## src/rtl/dma_pkg.sv

```systemverilog
// rtl/dma_pkg.sv - shared types, constants and MRRS decode for the DMA read request scheduler
package dma_pkg;

    typedef enum logic [1:0] {
        ST_IDLE  = 2'd0,
        ST_CALC  = 2'd1,
        ST_ISSUE = 2'd2,
        ST_WAIT  = 2'd3
    } dma_state_e;

    localparam int PAGE_BYTES = 4096;
    localparam int MAX_REQ_DW = 1024;
    localparam int TAG_W      = 8;

    // Codes above 5 saturate at the 4 KB request size.
    function automatic logic [10:0] mrrs_to_dw(input logic [2:0] code);
        logic [10:0] dw;
        case (code)
            3'd0:    dw = 11'd32;
            3'd1:    dw = 11'd64;
            3'd2:    dw = 11'd128;
            3'd3:    dw = 11'd256;
            3'd4:    dw = 11'd512;
            default: dw = 11'(MAX_REQ_DW);
        endcase
        return dw;
    endfunction

endpackage

```

## src/rtl/dma_rd_req_sched_if.sv

```systemverilog
// rtl/dma_rd_req_sched_if.sv - MRd request handshake and completion feedback bundle
interface dma_rd_req_sched_if;
    import dma_pkg::*;

    logic             req_valid;
    logic             req_ready;
    logic [31:0]      req_addr;
    logic [9:0]       req_len;
    logic [TAG_W-1:0] req_tag;
    logic             cpl_done;
    logic [TAG_W-1:0] cpl_tag;

    modport master (
        output req_valid, req_addr, req_len, req_tag,
        input  req_ready, cpl_done, cpl_tag
    );

    modport slave (
        input  req_valid, req_addr, req_len, req_tag,
        output req_ready, cpl_done, cpl_tag
    );

endinterface

```

## src/rtl/dma_tag_pool.sv

```systemverilog
// rtl/dma_tag_pool.sv - busy bitmap of outstanding read tags with lowest-free selection
module dma_tag_pool
    import dma_pkg::*;
#(
    parameter int P_TAG_NUM = 4
) (
    input  logic             i_clk,
    input  logic             i_rst_n,
    input  logic             alloc,
    input  logic [TAG_W-1:0] alloc_idx,
    input  logic             free,
    input  logic [TAG_W-1:0] free_tag,
    input  logic             flush,
    output logic             free_any,
    output logic [TAG_W-1:0] free_idx,
    output logic             all_free,
    output logic             freed
);

    logic [P_TAG_NUM-1:0] busy_q;
    logic [P_TAG_NUM-1:0] busy_d;
    logic [P_TAG_NUM-1:0] free_mask;
    logic [P_TAG_NUM-1:0] alloc_mask;

    // Out-of-range or idle tags produce no free_mask bit and are thus ignored.
    always_comb begin
        free_mask  = '0;
        alloc_mask = '0;
        for (int i = 0; i < P_TAG_NUM; i++) begin
            free_mask[i]  = free && (free_tag == TAG_W'(i)) && busy_q[i];
            alloc_mask[i] = alloc && (alloc_idx == TAG_W'(i));
        end
    end

    // Alloc is ORed after the free so a same-tag collision leaves the tag busy.
    always_comb begin
        busy_d = flush ? '0 : ((busy_q & ~free_mask) | alloc_mask);
    end

    always_comb begin
        free_any = 1'b0;
        free_idx = '0;
        for (int i = P_TAG_NUM - 1; i >= 0; i--) begin
            if (!busy_q[i]) begin
                free_any = 1'b1;
                free_idx = TAG_W'(i);
            end
        end
    end

    // Reflects this cycle's completion so the drain can finish without an extra cycle.
    assign all_free = ((busy_q & ~free_mask) == '0);
    assign freed    = |free_mask;

    always_ff @(posedge i_clk) begin
        if (!i_rst_n) begin
            busy_q <= '0;
        end else begin
            busy_q <= busy_d;
        end
    end

endmodule

```

## src/rtl/dma_rd_req_sched.sv

```systemverilog
// rtl/dma_rd_req_sched.sv - splits a DMA read into MRRS/4KB-bounded MRd requests; watchdog under DMA_RD_TIMEOUT_EN
module dma_rd_req_sched
    import dma_pkg::*;
#(
    parameter int P_TAG_NUM = 4,
    parameter int P_TIMEOUT = 65535
) (
    input  logic                       i_clk,
    input  logic                       i_rst_n,
    input  logic [2:0]                 cfg_max_read_request_size,
    input  logic                       dma_start,
    input  logic [31:0]                dma_addr,
    input  logic [21:0]                dma_len_dw,
    output logic                       dma_busy,
    output logic                       dma_done,
    output logic                       o_timeout,
    dma_rd_req_sched_if.master         req_if
);

    dma_state_e       state_q, state_d;
    logic [31:0]      cur_addr_q, cur_addr_d;
    logic [21:0]      rem_dw_q, rem_dw_d;
    logic [10:0]      chunk_q, chunk_d;
    logic [31:0]      req_addr_q, req_addr_d;
    logic [9:0]       req_len_q, req_len_d;
    logic [TAG_W-1:0] req_tag_q, req_tag_d;
    logic             done_q, done_d;

    logic [10:0]      mrrs_dw;
    logic [10:0]      boundary_dw;
    logic [10:0]      min_rem_mrrs;
    logic [10:0]      chunk;
    logic             hs;
    logic             flush;
    logic             wd_fire;

    logic             free_any;
    logic [TAG_W-1:0] free_idx;
    logic             all_free;
    logic             freed;

    dma_tag_pool #(
        .P_TAG_NUM (P_TAG_NUM)
    ) u_tag_pool (
        .i_clk     (i_clk),
        .i_rst_n   (i_rst_n),
        .alloc     (hs),
        .alloc_idx (req_tag_q),
        .free      (req_if.cpl_done),
        .free_tag  (req_if.cpl_tag),
        .flush     (flush),
        .free_any  (free_any),
        .free_idx  (free_idx),
        .all_free  (all_free),
        .freed     (freed)
    );

    assign hs = (state_q == ST_ISSUE) && req_if.req_ready;

    always_comb begin
        mrrs_dw      = mrrs_to_dw(cfg_max_read_request_size);
        boundary_dw  = 11'((13'(PAGE_BYTES) - {1'b0, cur_addr_q[11:0]}) >> 2);
        min_rem_mrrs = (rem_dw_q < {11'b0, mrrs_dw}) ? rem_dw_q[10:0] : mrrs_dw;
        chunk        = (min_rem_mrrs < boundary_dw) ? min_rem_mrrs : boundary_dw;
    end

    always_comb begin
        state_d    = state_q;
        cur_addr_d = cur_addr_q;
        rem_dw_d   = rem_dw_q;
        chunk_d    = chunk_q;
        req_addr_d = req_addr_q;
        req_len_d  = req_len_q;
        req_tag_d  = req_tag_q;
        done_d     = 1'b0;
        flush      = 1'b0;

        case (state_q)
            ST_IDLE: begin
                if (dma_start) begin
                    cur_addr_d = dma_addr & 32'hFFFF_FFFC;
                    rem_dw_d   = dma_len_dw;
                    state_d    = ST_CALC;
                end
            end
            ST_CALC: begin
                if (rem_dw_q == '0) begin
                    state_d = ST_WAIT;
                end else if (free_any) begin
                    chunk_d    = chunk;
                    req_addr_d = cur_addr_q;
                    req_len_d  = chunk[9:0];
                    req_tag_d  = free_idx;
                    state_d    = ST_ISSUE;
                end
            end
            ST_ISSUE: begin
                if (req_if.req_ready) begin
                    cur_addr_d = cur_addr_q + {19'b0, chunk_q, 2'b00};
                    rem_dw_d   = rem_dw_q - {11'b0, chunk_q};
                    state_d    = ST_CALC;
                end
            end
            ST_WAIT: begin
                if (all_free) begin
                    done_d  = 1'b1;
                    state_d = ST_IDLE;
                end
            end
            default: state_d = ST_IDLE;
        endcase

        // Watchdog abort overrides normal progress and suppresses dma_done.
        if (wd_fire) begin
            flush   = 1'b1;
            done_d  = 1'b0;
            state_d = ST_IDLE;
        end
    end

`ifdef DMA_RD_TIMEOUT_EN
    logic [31:0] wd_cnt_q, wd_cnt_d;
    logic        timeout_q, timeout_d;
    logic        wd_run;

    assign wd_run  = (state_q != ST_IDLE) && !freed && !hs && !all_free;
    assign wd_fire = wd_run && ((wd_cnt_q + 32'd1) == 32'(P_TIMEOUT));

    always_comb begin
        wd_cnt_d  = wd_cnt_q;
        timeout_d = timeout_q;
        if ((state_q == ST_IDLE) || freed || hs) begin
            wd_cnt_d = '0;
        end else if (wd_run) begin
            wd_cnt_d = wd_cnt_q + 32'd1;
        end
        if ((state_q == ST_IDLE) && dma_start) begin
            timeout_d = 1'b0;
        end
        if (wd_fire) begin
            timeout_d = 1'b1;
        end
    end

    always_ff @(posedge i_clk) begin
        if (!i_rst_n) begin
            wd_cnt_q  <= '0;
            timeout_q <= 1'b0;
        end else begin
            wd_cnt_q  <= wd_cnt_d;
            timeout_q <= timeout_d;
        end
    end

    assign o_timeout = timeout_q;
`else
    assign wd_fire   = 1'b0;
    assign o_timeout = 1'b0;
`endif

    always_ff @(posedge i_clk) begin
        if (!i_rst_n) begin
            state_q    <= ST_IDLE;
            cur_addr_q <= '0;
            rem_dw_q   <= '0;
            chunk_q    <= '0;
            req_addr_q <= '0;
            req_len_q  <= '0;
            req_tag_q  <= '0;
            done_q     <= 1'b0;
        end else begin
            state_q    <= state_d;
            cur_addr_q <= cur_addr_d;
            rem_dw_q   <= rem_dw_d;
            chunk_q    <= chunk_d;
            req_addr_q <= req_addr_d;
            req_len_q  <= req_len_d;
            req_tag_q  <= req_tag_d;
            done_q     <= done_d;
        end
    end

    assign dma_busy         = (state_q != ST_IDLE);
    assign dma_done         = done_q;
    assign req_if.req_valid = (state_q == ST_ISSUE);
    assign req_if.req_addr  = req_addr_q;
    assign req_if.req_len   = req_len_q;
    assign req_if.req_tag   = req_tag_q;

endmodule

```

## src/flat_wrapper.sv

```systemverilog
// flat-port wrapper written by rule: the top's interface ports become plain ports
module dma_rd_req_sched_flat import dma_pkg::*;
#(
    parameter int P_TAG_NUM = 4,
    parameter int P_TIMEOUT = 65535
)
  (i_clk, i_rst_n, cfg_max_read_request_size, dma_start, dma_addr, dma_len_dw, dma_busy, dma_done, o_timeout, req_if_req_valid, req_if_req_addr, req_if_req_len, req_if_req_tag, req_if_req_ready, req_if_cpl_done, req_if_cpl_tag);
  dma_rd_req_sched_if req_if_i ();
  input  logic i_clk;
  input  logic i_rst_n;
  input  logic [2:0] cfg_max_read_request_size;
  input  logic dma_start;
  input  logic [31:0] dma_addr;
  input  logic [21:0] dma_len_dw;
  output logic dma_busy;
  output logic dma_done;
  output logic o_timeout;
  output wire logic [$bits(req_if_i.req_valid)-1:0] req_if_req_valid;
  output wire logic [$bits(req_if_i.req_addr)-1:0] req_if_req_addr;
  output wire logic [$bits(req_if_i.req_len)-1:0] req_if_req_len;
  output wire logic [$bits(req_if_i.req_tag)-1:0] req_if_req_tag;
  input wire logic [$bits(req_if_i.req_ready)-1:0] req_if_req_ready;
  input wire logic [$bits(req_if_i.cpl_done)-1:0] req_if_cpl_done;
  input wire logic [$bits(req_if_i.cpl_tag)-1:0] req_if_cpl_tag;
  assign req_if_req_valid = req_if_i.req_valid;
  assign req_if_req_addr = req_if_i.req_addr;
  assign req_if_req_len = req_if_i.req_len;
  assign req_if_req_tag = req_if_i.req_tag;
  assign req_if_i.req_ready = req_if_req_ready;
  assign req_if_i.cpl_done = req_if_cpl_done;
  assign req_if_i.cpl_tag = req_if_cpl_tag;
  dma_rd_req_sched #(.P_TAG_NUM(P_TAG_NUM), .P_TIMEOUT(P_TIMEOUT)) u_core (.i_clk(i_clk), .i_rst_n(i_rst_n), .cfg_max_read_request_size(cfg_max_read_request_size), .dma_start(dma_start), .dma_addr(dma_addr), .dma_len_dw(dma_len_dw), .dma_busy(dma_busy), .dma_done(dma_done), .o_timeout(o_timeout), .req_if(req_if_i));
endmodule
```

## config.mk

```make
export PLATFORM = sky130hd
export DESIGN_NAME = dma_rd_req_sched_flat
export DESIGN_NICKNAME = d
export VERILOG_FILES = /design/src/rtl/dma_pkg.sv /design/src/rtl/dma_rd_req_sched_if.sv /design/src/rtl/dma_tag_pool.sv /design/src/rtl/dma_rd_req_sched.sv /design/src/flat_wrapper.sv
export SDC_FILE = /design/constraint.sdc
export NUM_CORES = 1
export LEC_CHECK = 0
export CELL_PAD_IN_SITES_DETAIL_PLACEMENT = 1
export CELL_PAD_IN_SITES_GLOBAL_PLACEMENT = 1
export CORE_UTILIZATION = 26
export DETAILED_ROUTE_END_ITERATION = 10
export GPL_TIMING_DRIVEN = 1
export PLACE_DENSITY = 0.64
export SLEW_MARGIN = 10
export SYNTH_ARGS = -nofsm -noshare
export SYNTH_HDL_FRONTEND = slang
export SYNTH_SLANG_ARGS = --single-unit
```

## constraint.sdc

```tcl
create_clock -name i_clk -period 4.2 [get_ports i_clk]
set_clock_uncertainty 0.15 [all_clocks]
set_input_delay 0.84 -clock i_clk [delete_from_list [all_inputs] [get_ports i_clk]]
set_output_delay 0.84 -clock i_clk [all_outputs]
set_load 0.005 [all_outputs]
```

* After elaboration in Yosys (flattened, before gate mapping)
Cells that the tools add are included.
Word-level totals: flip-flop bits (word level) 122, bits of input ports 70, word-level logic and storage cells 84
Cells by class: magnitude comparators 2, add/subtract/negate cells 3, multiplexer cells 24, reduce and logical (&&, ||, !) cells 25, eq/ne operators 17, bitwise logic cells 4
Operators by type and width (number):
- $mux W32 | 2
- $pmux W32 S2 | 1
- $pmux W11 S5 | 1
- $mux W22 | 2
- $pmux W22 S2 | 1
- $add A32 B13 Y32 | 1
- $eq A8 B2 Y1 const B | 4
- $mux W8 | 3
- $logic_not A22 Y1 | 1
- $lt A22 B11 Y1 | 1
- $mux W11 | 2
- $sub A22 B11 Y22 | 1
- $eq A8 B1 Y1 const B | 2
- $logic_not A8 Y1 | 2
- $logic_and A1 B1 Y1 | 13
- $sub A13 B12 Y13 const A | 1
- $mux W2 | 6
- $lt A11 B11 Y1 | 1
- $pmux W2 S4 | 1
- $eq A3 B2 Y1 const B | 2
- $reduce_and A3 Y1 | 2
- $mux W1 | 5
- $and A4 B4 Y4 | 1
- $eq A2 B2 Y1 const B | 2
- 15 further kinds | 17

* Logic depth before layout (Yosys ltp)
Gate-level depths: netlist (run 1).
depth in word-level cells 8, gate-level depth with buffers 18

* By module
From an unflattened synthesis (run 1), not the netlist that was laid out.
Second synthesis, totals: cells, all modules 868, area total of the unflattened synthesis 6809.0 um^2
Modules (own cells, without submodules):
- dma_rd_req_sched | cells an instance 818, sequential area each 2082.0 um^2, area an instance 6358.6 um^2, instances 1
- dma_tag_pool | cells an instance 50, sequential area each 80.1 um^2, area an instance 450.4 um^2, instances 1

* Least setup slack after synthesis (run 1)
Ideal clock, no wire load.
kind input to register, start point in cfg_max_read_request_size[0], end point reg u_core.req_len_q[4] (netlist: u_core.req_if.req_len[4]), arrival 4.130 ns, setup time 0.069 ns, setup slack -0.149 ns, stages 17, required time 3.981 ns, buffers on the path 2, cells stage by stage or3b_2 ha_1 a21oi_1 o22ai_1 nor4_4 buf_2 nand2_1 inv_1 ha_1 a211o_1 o211ai_1 a21oi_1 nor3_1 o211a_2 buf_6 mux2_1 o21ai_1
On the way: word-level cells in the longest chain between the ends 6, elaborated cells between the ends (all ways) 10, those cells by class order compare: 2; eq/ne: 4; mux: 3; reduce/logical: 1
Ends and longest elaborated chain:
- start, declared | RTL line flat_wrapper.sv:11 | input logic [2:0] cfg_max_read_request_size;
- $eq A3 B3 Y1, or another cell as far along | RTL line dma_pkg.sv:18 | case (code)
- $pmux W11 S5 * | RTL line dma_pkg.sv:18
- $lt A22 B11 Y1 | RTL line dma_rd_req_sched.sv:63 | min_rem_mrrs = (rem_dw_q < {11'b0, mrrs_dw}) ? rem_dw_q[10:0] : mrrs_dw;
- $mux W11 * | RTL line dma_rd_req_sched.sv:63
- $lt A11 B11 Y1 | RTL line dma_rd_req_sched.sv:64 | chunk = (min_rem_mrrs < boundary_dw) ? min_rem_mrrs : boundary_dw;
- $mux W11 * | RTL line dma_rd_req_sched.sv:64
- end signal, assigned | RTL line dma_rd_req_sched.sv:177 | req_len_q <= req_len_d;
- end, declared | RTL line dma_rd_req_sched.sv:25 | logic [9:0] req_len_q, req_len_d;
Every way passes the cells marked *; elsewhere a longest branch is shown, timed or not. A chain may end at the register's enable or synchronous reset.

* Final worst setup path (run 1)
start point in cfg_max_read_request_size[2], end point reg u_core.req_len_q[4] (netlist: u_core.req_if.req_len[4])
Same word-level chain as after synthesis.

==> results of run 1 <==
-- routing by layer --
layer / track usage, % / vias to the layer above
li1: - / 3361
met1: 24.1 / 3228
met2: 29.7 / 118
met3: 2.21 / 29
met4: 6.13 / 0
met5: 0 / -
-- Yosys cell counts (4+ instances only) --
| cell type | count | area (sq um) |
|---|---|---|
| a211oi_1 | 17 | 128 |
| a21o_1 | 5 | 37.5 |
| a21oi_1 | 76 | 380 |
| a22oi_1 | 8 | 60.1 |
| a311oi_1 | 8 | 70.1 |
| a31oi_1 | 15 | 93.8 |
| a41oi_1 | 5 | 43.8 |
| and2_1 | 9 | 56.3 |
| and3_1 | 6 | 37.5 |
| and4_1 | 4 | 35.0 |
| buf_4 | 19 | 143 |
| clkbuf_1 | 39 | 146 |
| dfxtp_1 | 102 | 2040 |
| ha_1 | 39 | 488 |
| inv_1 | 37 | 139 |
| mux2i_1 | 4 | 40.0 |
| nand2_1 | 152 | 571 |
| nand3_1 | 22 | 110 |
| nand4_1 | 11 | 68.8 |
| nor2_1 | 60 | 225 |
| nor2b_1 | 8 | 50.1 |
| nor3_1 | 18 | 90.1 |
| nor4_1 | 8 | 50.1 |
| o211ai_1 | 9 | 67.6 |
| o21a_1 | 14 | 105 |
| o21ai_0 | 59 | 295 |
| o21ai_1 | 4 | 20.0 |
| o311a_1 | 8 | 80.1 |
| o311ai_0 | 6 | 52.6 |
| o31a_1 | 6 | 52.6 |
| o31ai_1 | 6 | 45.0 |
| or2_2 | 5 | 31.3 |
| or3_1 | 9 | 56.3 |
| or4_1 | 8 | 60.1 |
| xnor2_1 | 7 | 61.3 |
| xor2_1 | 8 | 70.1 |
-- area by class of cell --
type | instances | area, sq um | area share (%)
multi-input combinational | 680 | 4290 | 49.9
sequential | 102 | 2040 | 23.8
timing repair buffer | 155 | 1450 | 16.9
tap | 324 | 405 | 4.72
clock buffer | 11 | 243 | 2.82
inverter | 37 | 139 | 1.62
clock inverter | 3 | 22.5 | 0.262
-- sequential cells by signal, summed over array words and instances, names as in the netlist --
name,cells
u_core.cur_addr_q,30
u_core.dma_done,1
u_core.chunk_q,2
u_core.rem_dw_q,22
u_core.req_if.req_len,9
u_core.u_tag_pool.busy_q,4
u_core.state_q,2
u_core.req_if.req_tag,2
u_core.req_if.req_addr,30
-- critical path, delay by kind of cell --
family / cells / cell delay, ps
adder cells (fa/ha/maj): 2 / 590
AND/OR/NAND/NOR: 6 / 1200
AO/OA/AOI/OAI: 3 / 710
multiplexers: 1 / 280
buffers and inverters: 5 / 620
-- power by group --
group	internal, mW	total, mW	switching [mW]
Clock	0.414	0.813	0.399
Combinational	0.575	1.29	0.716
Sequential	1.06	1.18	0.124
-- final timing paths --
path | startpoint | end
setup / recovery | cfg_max_read_request_size[2] | u_core.req_if.req_len[4]
hold / removal | u_core.req_if.req_addr[5] | u_core.req_if.req_addr[5]
setup reg to reg | u_core.rem_dw_q[11] | u_core.req_if.req_len[4]
hold reg to reg | u_core.req_if.req_addr[5] | u_core.req_if.req_addr[5]
-- repair_timing --
action	4_1_cts	5_1_grt
hold buffers	0	0
endpoints found under the setup margin	11	11
resized for setup	23	22
cloned	1	0
pin swaps	7	9
buffers inserted	0	3
hold endpoints to repair	0	0
-- cells by family after synthesis --
kind of cell | count (synthesis)
xor gates and xnor gates | 15
buffers and inverters | 101
AOI/OAI and AO/OA | 270
and+or+nand+nor | 335
adders and majority gates | 41
muxes | 10
DFF | 102
other | 1
==> metrics.txt, run 1 <==
status finished, final reports clean; data required time of the worst path 4340 ps; Layout Cells excl Fill 1312; WL met3 815 um; Highest Clock Rate 0.243 GHz; max_cap viols 0; CP endpoint kind flop; Hold Path Cell Cnt 2; Root Driver clkbuf_16; largest family of logic cells by synthesized area compound AO/OA/AOI/OAI gates; clock transition at the registers of the reported paths 70 ps; Via density 5.13; metal2 WL 10600 um; crit-path cells buf_2 -> or3b_4 -> ha_4 -> nand2_2 -> nor4_4 -> nor4_4 -> buf_6 -> buf_6 -> and2_1 -> ha_1 -> nor2b_1 -> o41ai_1 -> o211a_4 -> buf_4 -> buf_6 -> mux2_4 -> o21ai_1; DRT met1 WL 11100 um; mux contribution to synthesized area 1.75%; Cell Rows 57; Pwr Total 3.29 mW; latest clock arrival within the worst-skew pair 360 ps; initial core utilization 26.8%; placed insts 1294; TritonCTS clock tree built; Tmin final 4110 ps; commonest non-fill, non-tap cells in the layout nand2_1, clkdlybuf4s50_1, dfxtp_1; Die Area 26000 sq um; largest net degree at the start of global routing 56; Leakage Power 3.19 nW; final count of pins violating max slew 0; Mapped Area 6600 sq um; H-tree depth 3; final WL 23000 um; Sink Count 102; dpl ws -812 ps; gpl congestion 0.824; Compound-Gate Fraction of Synth Area 26.3%; Top Ports 124; gr usage total 18.0%; Slew @ Worst Pin 919 ps; total gr overflow 0; routed len/inst 17.5 um; RSZ-0062 raised after global routing yes; # DRC 0; FF-to-FF path depth 14; clock buffer depth 2; Post-DRT Antenna Nets 0; Critical Path Max Stage Delay 430 ps; core area 24600 sq um; Distinct cells, synth 70; hold slack 305 ps; Finished Core Util 34.9%; syn avg cell area 7.54 sq um; post-synthesis sequential area ratio 31.0%; number of synthesized flops with an enable pin 0; final worst slack 88.0 ps; post-synthesis simple-gate area fraction 24.0%; Pwr Density 382 nW/um^2; hold crit path type reg -> reg; Setup CP Type in -> reg; Mapped Cells 875; HPWL Detailed 16900 um; number of CTS-inserted buffers 9; Worst setup SP type primary input; fin crit share 97.9%; Final setup viols 0; setup slack, reg-to-reg 510 ps; setup_tns 0 ps; CP max stage cell or3b_4; post-synthesis xor/xnor area fraction 1.99%; placed inst area 8180 sq um; most common flop cell mapped by yosys dfxtp_1; DR iter-0 viols 236; crit-path most repeated cell buf_6; Max Used Layer met4; Post-synth ARST share 0%; #FFs+latches synth 102; CP max FO 7; VDD IR-drop max 0.000158 V; initial antenna violation count 0; Adder-Cell Fraction of Synth Area 8.00%; DRT Pass-1 Iters 4; commonest non-fill, non-tap cell in the layout nand2_1; layout cell share with drive strength beyond 1 10.7%; I/O Buffers 112; Yosys warnings 0; final net count 1096; Die Span Y 161 um; Arrival @ worst endpoint 4250 ps; first-pass GRT wire length 37000 um; Max transition margin 38.8%; area grow syn2layout 30.3%; Design Area, Final 8590 sq um; vias in the first global route 6910; number of antenna diodes 0; via count 6736; FILL cells 2948; Final Hold Vio Count 0; Die W 161 um
No activity file was read; power rests on OpenSTA's default activity.
==> run 2: changes to the inputs <==
--- a/config.mk
+++ b/config.mk
@@ -5,12 +5,13 @@
 export SDC_FILE = /design/constraint.sdc
 export NUM_CORES = 1
 export LEC_CHECK = 0
+export ABC_AREA = 1
 export CELL_PAD_IN_SITES_DETAIL_PLACEMENT = 1
 export CELL_PAD_IN_SITES_GLOBAL_PLACEMENT = 1
 export CORE_UTILIZATION = 26
 export DETAILED_ROUTE_END_ITERATION = 10
 export GPL_TIMING_DRIVEN = 1
-export PLACE_DENSITY = 0.64
+export PLACE_DENSITY = 0.65
 export SLEW_MARGIN = 10
 export SYNTH_ARGS = -nofsm -noshare
 export SYNTH_HDL_FRONTEND = slang
==> run 2 against run 1 <==
  * Sequential cell count is the same
  * Area after synthesis rose by 10%
  * Clock power up 6.0%
  * Via count rose by 13%
  * Cell area is 4.7% higher
  * Cell count rose by 22%
  * Clock-buffer cell count fell by 1
  * Total power rose by 12%
  * Critical path depth grew 5
==> metrics.txt, run 2 <==
Top Ports 124 (unchanged); most common flop cell mapped by yosys dfxtp_1 (unchanged); Tmin final 3960 ps (was 4110 ps); number of synthesized flops with an enable pin 0 (unchanged); final worst slack 236 ps (was 88.0 ps); Mapped Area 7290 sq um (was 6600 sq um); Design Area, Final 9000 sq um (was 8590 sq um); post-synthesis simple-gate area fraction 32.0% (was 24.0%); Setup CP Type in -> reg (unchanged); hold crit path type reg -> reg (unchanged); vias in the first global route 7740 (was 6910); setup bufs post-CTS 0 (unchanged); Area contributors post-synth dfxtp_1, nand2_1, a21oi_1 (was dfxtp_1, nand2_1, ha_1); first-pass GRT wire length 41200 um (was 37000 um); FF/Latch Area 2040 sq um (unchanged); mux contribution to synthesized area 0% (was 1.75%); gr usage total 18.2% (was 18.0%); via count 7589 (was 6736); Critical R2R Launch u_core.rem_dw_q[9] (was u_core.rem_dw_q[11]); HPWL Detailed 19300 um (was 16900 um); total gr overflow 0 (unchanged); Adder-Cell Fraction of Synth Area 7.25% (was 8.00%); core area 27300 sq um (was 24600 sq um); most common cell in the netlist nand2_1 (unchanged); Yosys top cell by area dfxtp_1 (unchanged); Commonest cells post-synth nand2_1, inv_1, a21oi_1 (was nand2_1, dfxtp_1, a21oi_1); clock buffer depth 2 (unchanged); commonest non-fill, non-tap cell in the layout nand2_1 (unchanged); area grow syn2layout 23.5% (was 30.3%); Root Driver clkbuf_16 (unchanged); layout cell share with drive strength beyond 1 6.94% (was 10.7%); clock transition at the registers of the reported paths 70 ps (about the same); Yosys warnings 0 (unchanged); placed insts 1579 (was 1294); RSZ-0062 raised after global routing yes (unchanged); VDD IR-drop max 0.000208 V (was 0.000158 V); Cell Rows 60 (was 57); worst hold start u_core.req_if.req_addr[13] (was u_core.req_if.req_addr[5]); routed len/inst 15.9 um (was 17.5 um); Sink Count 102 (unchanged); Max transition margin 51.2% (was 38.8%); I/O Buffers 112 (unchanged); initial antenna violation count 1 (was 0); Final setup viols 0 (unchanged); latest clock arrival within the worst-skew pair 360 ps (about the same); Leakage Power 3.78 nW (was 3.19 nW); setup_tns 0 ps (unchanged); status finished, final reports clean (unchanged); syn avg cell area 6.46 sq um (was 7.54 sq um); Highest Clock Rate 0.252 GHz (was 0.243 GHz); Layout Cells excl Fill 1596 (was 1312); CP max FO 13 (was 7); CP endpoint kind flop (unchanged); DRT Pass-1 Iters 4 (unchanged); Reg2Reg Capture Point u_core.req_if.req_len[8] (was u_core.req_if.req_len[4]); # DRC 0 (unchanged); number of CTS-inserted buffers 9 (unchanged); final WL 25400 um (was 23000 um); number of antenna diodes 0 (unchanged); Hold Path Sink u_core.req_if.req_addr[13] (was u_core.req_if.req_addr[5]); Worst setup SP type primary input (unchanged); final count of pins violating max slew 0 (unchanged); placed inst area 8700 sq um (was 8180 sq um); fin crit share 94.4% (was 97.9%); top cell type's share of synthesized area 28.0% (was 31.0%); post-synthesis sequential area ratio 28.0% (was 31.0%); Post-DRT Antenna Nets 0 (unchanged); initial core utilization 26.7% (was 26.8%); largest net degree at the start of global routing 48 (was 56); DR iter-0 viols 361 (was 236); Pwr Density 407 nW/um^2 (was 382 nW/um^2); Die Area 28700 sq um (was 26000 sq um); gpl congestion 0.873 (was 0.824); Finished Core Util 33.0% (was 34.9%); TritonCTS clock tree built (unchanged); Hold Path Cell Cnt 2 (unchanged); data required time of the worst path 4310 ps (was 4340 ps); FF-to-FF path depth 19 (was 14); Slew @ Worst Pin 730 ps (was 919 ps); Compound-Gate Fraction of Synth Area 17.2% (was 26.3%); commonest non-fill, non-tap cells in the layout nand2_1, inv_1, clkdlybuf4s50_1 (was nand2_1, clkdlybuf4s50_1, dfxtp_1); setup slack, reg-to-reg 1080 ps (was 510 ps); FILL cells 3461 (was 2948); #FFs+latches synth 102 (unchanged); post-synthesis xor/xnor area fraction 3.37% (was 1.99%); H-tree depth 3 (unchanged); Die Span Y 169 um (was 161 um); hold slack 312 ps (was 305 ps); Die W 169 um (was 161 um); Arrival @ worst endpoint 4070 ps (was 4250 ps); Via density 4.76 (was 5.13); max_cap viols 0 (unchanged); dpl ws -226 ps (was -812 ps); final net count 1330 (was 1096); Final Hold Vio Count 0 (unchanged); Pwr Total 3.67 mW (was 3.29 mW); Post-synth ARST share 0% (unchanged); Mapped Cells 1127 (was 875); Distinct cells, synth 42 (was 70); largest family of logic cells by synthesized area simple AND/OR/NAND/NOR gates (was compound AO/OA/AOI/OAI gates); Multi-input gate area 4400 sq um (was 4290 sq um)
## run 2: cell types whose count changed in the layout (fill, tap and decap cells not counted), sizes merged, moves of 14 or more
cell | previous run | this run
a21oi | 76 | 111
buf | 46 | 22
nor2 | 60 | 74
inv | 37 | 136
nand2 | 152 | 303
nand3 | 23 | 101
## run 2: final cells by class
class	instances	area share, %
Multi-Input combinational cell	839	48.9
Sequential cell	102	22.7
Timing Repair Buffer	134	14.4
Inverter	133	5.57
Tap cell	372	5.17
Clock buffer	10	2.66
Clock inverter	6	0.570
## run 2: worst max-delay path, stage by stage
cell and delay, ps:
clkdlybuf4s50_1 530, buf_4 130, nand3_1 150, ha_1 310, nand2_1 80, inv_1 40, nand2_1 50, nand2_1 60
nand2_1 90, nand3_2 110, buf_12 170, nor2_1 120, a21oi_2 70, ha_1 300, nand2_1 70, o21ai_0 280
a21oi_2 140, buf_4 200, nand3_1 90, nand3_1 80, nand2_1 100, inv_1 40
## run 2: worst max path at each step
stage	slack (ps)	cells past startpoint	start	to
floorplan	680	20	cfg_max_read_request_size[1]	u_core.chunk_q[10]
global placement	-140	18	cfg_max_read_request_size[1]	u_core.chunk_q[9]
detailed placement	-230	18	cfg_max_read_request_size[1]	u_core.req_if.req_len[1]
CTS	150	18	cfg_max_read_request_size[1]	u_core.req_if.req_len[1]
global route	-10	21	cfg_max_read_request_size[1]	u_core.req_if.req_len[3]
finish	240	22	cfg_max_read_request_size[1]	u_core.req_if.req_len[8]
## run 2: cell families (layout without fill, tap and decap cells)
kind of cell / Yosys count / after routing
AOI/OAI and AO/OA: 228 / 228
xor gates and xnor gates: 28 / 28
adders and majority gates: 41 / 41
buffers and inverters: 195 / 283
DFF: 102 / 102
other: 1 / 9
and+or+nand+nor: 532 / 533
## run 2: per-layer routing
metal	track usage, %	wire (um)
met5	0	17
met2	30.0	11300
met1	24.9	12900
met3	2.78	894
met4	3.64	250
## run 2: power by group
group	switching, mW	internal, mW
Sequential	0.155	1.08
Combinational	0.968	0.606
Clock	0.432	0.430
Total	1.55	2.11
## run 2: what timing repair did
action,CTS,global route
setup endpoints to repair,0,11
hold endpoints to repair,0,0
hold buffers,0,0
resized for setup,0,3
==> run 3: changes to the inputs <==
--- a/config.mk
+++ b/config.mk
@@ -6,12 +6,10 @@
 export NUM_CORES = 1
 export LEC_CHECK = 0
 export ABC_AREA = 1
-export CELL_PAD_IN_SITES_DETAIL_PLACEMENT = 1
-export CELL_PAD_IN_SITES_GLOBAL_PLACEMENT = 1
 export CORE_UTILIZATION = 26
 export DETAILED_ROUTE_END_ITERATION = 10
 export GPL_TIMING_DRIVEN = 1
-export PLACE_DENSITY = 0.65
+export PLACE_DENSITY = 0.5
 export SLEW_MARGIN = 10
 export SYNTH_ARGS = -nofsm -noshare
 export SYNTH_HDL_FRONTEND = slang
==> constraint.sdc (replaced) <==
create_clock -name i_clk -period 3.5 [get_ports i_clk]
set_clock_uncertainty 0.15 [all_clocks]
set_input_delay 0.7 -clock i_clk [delete_from_list [all_inputs] [get_ports i_clk]]
set_output_delay 0.7 -clock i_clk [all_outputs]
set_load 0.005 [all_outputs]
==> run 3 against run 2 <==
  * Clock-buffer cell count fell by 1
  * Global-route usage down 1.3 points
  * Die area is the same
  * Setup slack better by 70 ps
  * Worst hold slack got worse by 0.57 ps
  * Register-to-register slack got worse by 630 ps
  * Critical path depth did not move
  * First-iteration DRC count grew 12%
  * Largest cell class unchanged
==> metrics.txt, run 3 (synthesis gave the netlist of run 2 again) <==
Worst path depth 22 (unchanged); switching share of total power 42.3% (was 42.4%); RSZ-0062 raised after global routing no (was yes); CP endpoint kind flop (unchanged); Pwr Density 485 nW/um^2 (was 407 nW/um^2); CTS Hold Buffers Added 0 (unchanged); Die Area 28700 sq um (unchanged); final net count 1349 (was 1330); crit-path most repeated cell nand2_1 (unchanged); number of CTS-inserted buffers 9 (unchanged); latest clock arrival within the worst-skew pair 370 ps (was 360 ps); Slew @ Worst Pin 592 ps (was 730 ps); hold crit path type reg -> reg (unchanged); crit-path leading delay family simple AND/OR/NAND/NOR gates (was buffers and inverters); data required time of the worst path 3670 ps (was 4310 ps); Seq pwr share 33.0% (was 33.6%); DR iter-0 viols 404 (was 361); Final Hold Vio Count 0 (unchanged); Cell Rows 60 (unchanged); Post-DRT Antenna Nets 0 (unchanged); gpl congestion 0.865 (was 0.873); I/O Buffers 112 (unchanged); Die W 169 um (unchanged); Logic pwr share 43.7% (was 42.9%); largest net degree at the start of global routing 46 (was 48); Buf+Inv Stages, Crit Path 6 (unchanged); Sink Count 102 (unchanged); layout cell share with drive strength beyond 1 9.81% (was 6.94%); first-pass GRT wire length 37800 um (was 41200 um); total gr overflow 0 (unchanged); Final setup viols 0 (unchanged); initial core utilization 26.7% (unchanged); area grow syn2layout 26.4% (was 23.5%); VDD IR-drop max 0.000204 V (was 0.000208 V); Pwr Total 4.46 mW (was 3.67 mW); FF-to-FF path depth 19 (unchanged); via count 7426 (was 7589); Tmin final 3190 ps; Max transition margin 60.5% (was 51.2%); Die Span Y 169 um (unchanged); Top Ports 124 (unchanged); max_cap viols 0 (unchanged); initial antenna violation count 2 (was 1); fin crit share 91.3%; Clock power frac 23.3% (was 23.5%); H-tree depth 3 (unchanged); Via density 4.60 (was 4.76); Hold Path Cell Cnt 2 (unchanged); CP max stage cell ha_1 (was clkdlybuf4s50_1); Worst setup SP type primary input (unchanged); NetSw 1.89 mW (was 1.55 mW); setup_tns 0 ps (unchanged); final count of pins violating max slew 0 (unchanged); TritonCTS clock tree built (unchanged); clock buffer depth 2 (unchanged); crit-path cells clkbuf_2 -> buf_4 -> nand3b_1 -> ha_1 -> nand2_1 -> nand2_1 -> nand2_1 -> nand2_1 -> nand2_2 -> nand3_4 -> buf_12 -> nor2_1 -> a21oi_2 -> ha_1 -> nand4_1 -> inv_2 -> a21oi_4 -> buf_4 -> nand3_1 -> nand3_1 -> nand2_1 -> inv_1 (was clkdlybuf4s50_1 -> buf_4 -> nand3_1 -> ha_1 -> nand2_1 -> inv_1 -> nand2_1 -> nand2_1 -> nand2_1 -> nand3_2 -> buf_12 -> nor2_1 -> a21oi_2 -> ha_1 -> nand2_1 -> o21ai_0 -> a21oi_2 -> buf_4 -> nand3_1 -> nand3_1 -> nand2_1 -> inv_1); Setup CP Type in -> reg (unchanged); Leakage Power 3.87 nW (was 3.78 nW); Root Driver clkbuf_16 (unchanged); core area 27300 sq um (unchanged); Multi-input gate area 4470 sq um (was 4400 sq um); HPWL Detailed 18300 um (was 19300 um); Critical Path Max Stage Delay 330 ps (was 530 ps); CP max FO 10 (was 13); commonest non-fill, non-tap cell in the layout nand2_1 (unchanged); DRT Pass-1 Iters 5 (was 4); Int Power 2.57 mW (was 2.11 mW); final WL 23800 um (was 25400 um); Arrival @ worst endpoint 3360 ps (was 4070 ps); clock transition at the registers of the reported paths 80 ps (was 70 ps); vias in the first global route 7067 (was 7740); FF/Latch Area 2040 sq um (unchanged); FILL cells 3012 (was 3461); routed len/inst 14.7 um (was 15.9 um); commonest non-fill, non-tap cells in the layout nand2_1, inv_1, clkdlybuf4s50_1 (unchanged); # DRC 0 (unchanged); Highest Clock Rate 0.313 GHz; gr usage total 16.9% (was 18.2%); status finished, final reports clean (unchanged)
run 3: cell types whose count changed in the layout (fill, tap and decap cells not counted), sizes merged:
| cell | before | now |
|---|---|---|
| buf | 22 | 41 |
| clkinvlp | 0 | 3 |
| diode | 0 | 1 |
| inv | 136 | 135 |
| clkdlybuf4s50 | 112 | 109 |
| clkinv | 3 | 2 |
| clkbuf | 10 | 12 |
run 3: area by class of cell:
| cell class | count | area share (%) |
|---|---|---|
| Tap cell | 372 | 5.06 |
| Clock buffer | 9 | 2.45 |
| Sequential cell | 102 | 22.2 |
| Multi-Input combinational cell | 839 | 48.5 |
| Antenna cell | 1 | 0.0272 |
| Timing Repair Buffer | 153 | 15.5 |
| Inverter | 133 | 5.45 |
| Clock inverter | 7 | 0.761 |
run 3: layer usage:
layer	GRT usage, %	vias up	share of wire, %
li1	-	3920	-
met1	23.5	3342	51
met2	26.3	140	43
met3	3.36	22	4.2
met4	4.31	2	1.2
met5	0	-	0.055
run 3: metrics by stage:
step           setup slack, ps  hold WS [ps]  util [%]  cells  area, sq um
3_3_place_gp              -512           299      32.3   1593         8800
6_report                   306           311      33.8   1616         9210
2_1_floorplan              117           304         -   1135         7320
5_1_grt                   59.2           338      33.8   1615         9200
3_5_place_dp              -557           305      32.3   1593         8800
4_1_cts                   85.2           317      33.5   1611         9120
run 3: power by group through the flow:
stage,Combinational [mW],Clock (mW),Sequential [mW]
CTS,1.90,1.08,1.48
global placement,1.86,0,1.50
finish,1.95,1.04,1.47
global route,2.21,1.11,1.50
floorplan,1.35,0,1.43
detailed placement,1.87,0,1.50
run 3: path summary, 6_finish.rpt:
path,from,to,slack (ps)
hold / removal,u_core.req_if.req_addr[3],u_core.req_if.req_addr[3],310
setup reg to reg,u_core.rem_dw_q[9],u_core.req_if.req_len[0],450
setup / recovery,cfg_max_read_request_size[1],u_core.req_if.req_len[0],310
hold reg to reg,u_core.req_if.req_addr[3],u_core.req_if.req_addr[3],310
run 3: timing repair:
item	CTS	global route
pin swaps	3	10
endpoints found under the setup margin	11	11
endpoints found under the hold margin	0	0
gates resized for setup	9	26
setup buffers	1	3
cloned	1	1
run 3: tightest hold or removal path, delay by kind of cell (launching register included):
kind / cells / cell delay (ps)
AOI/OAI and AO/OA: 1 / 50
and+or+nand+nor: 1 / 60
DFF: 1 / 310
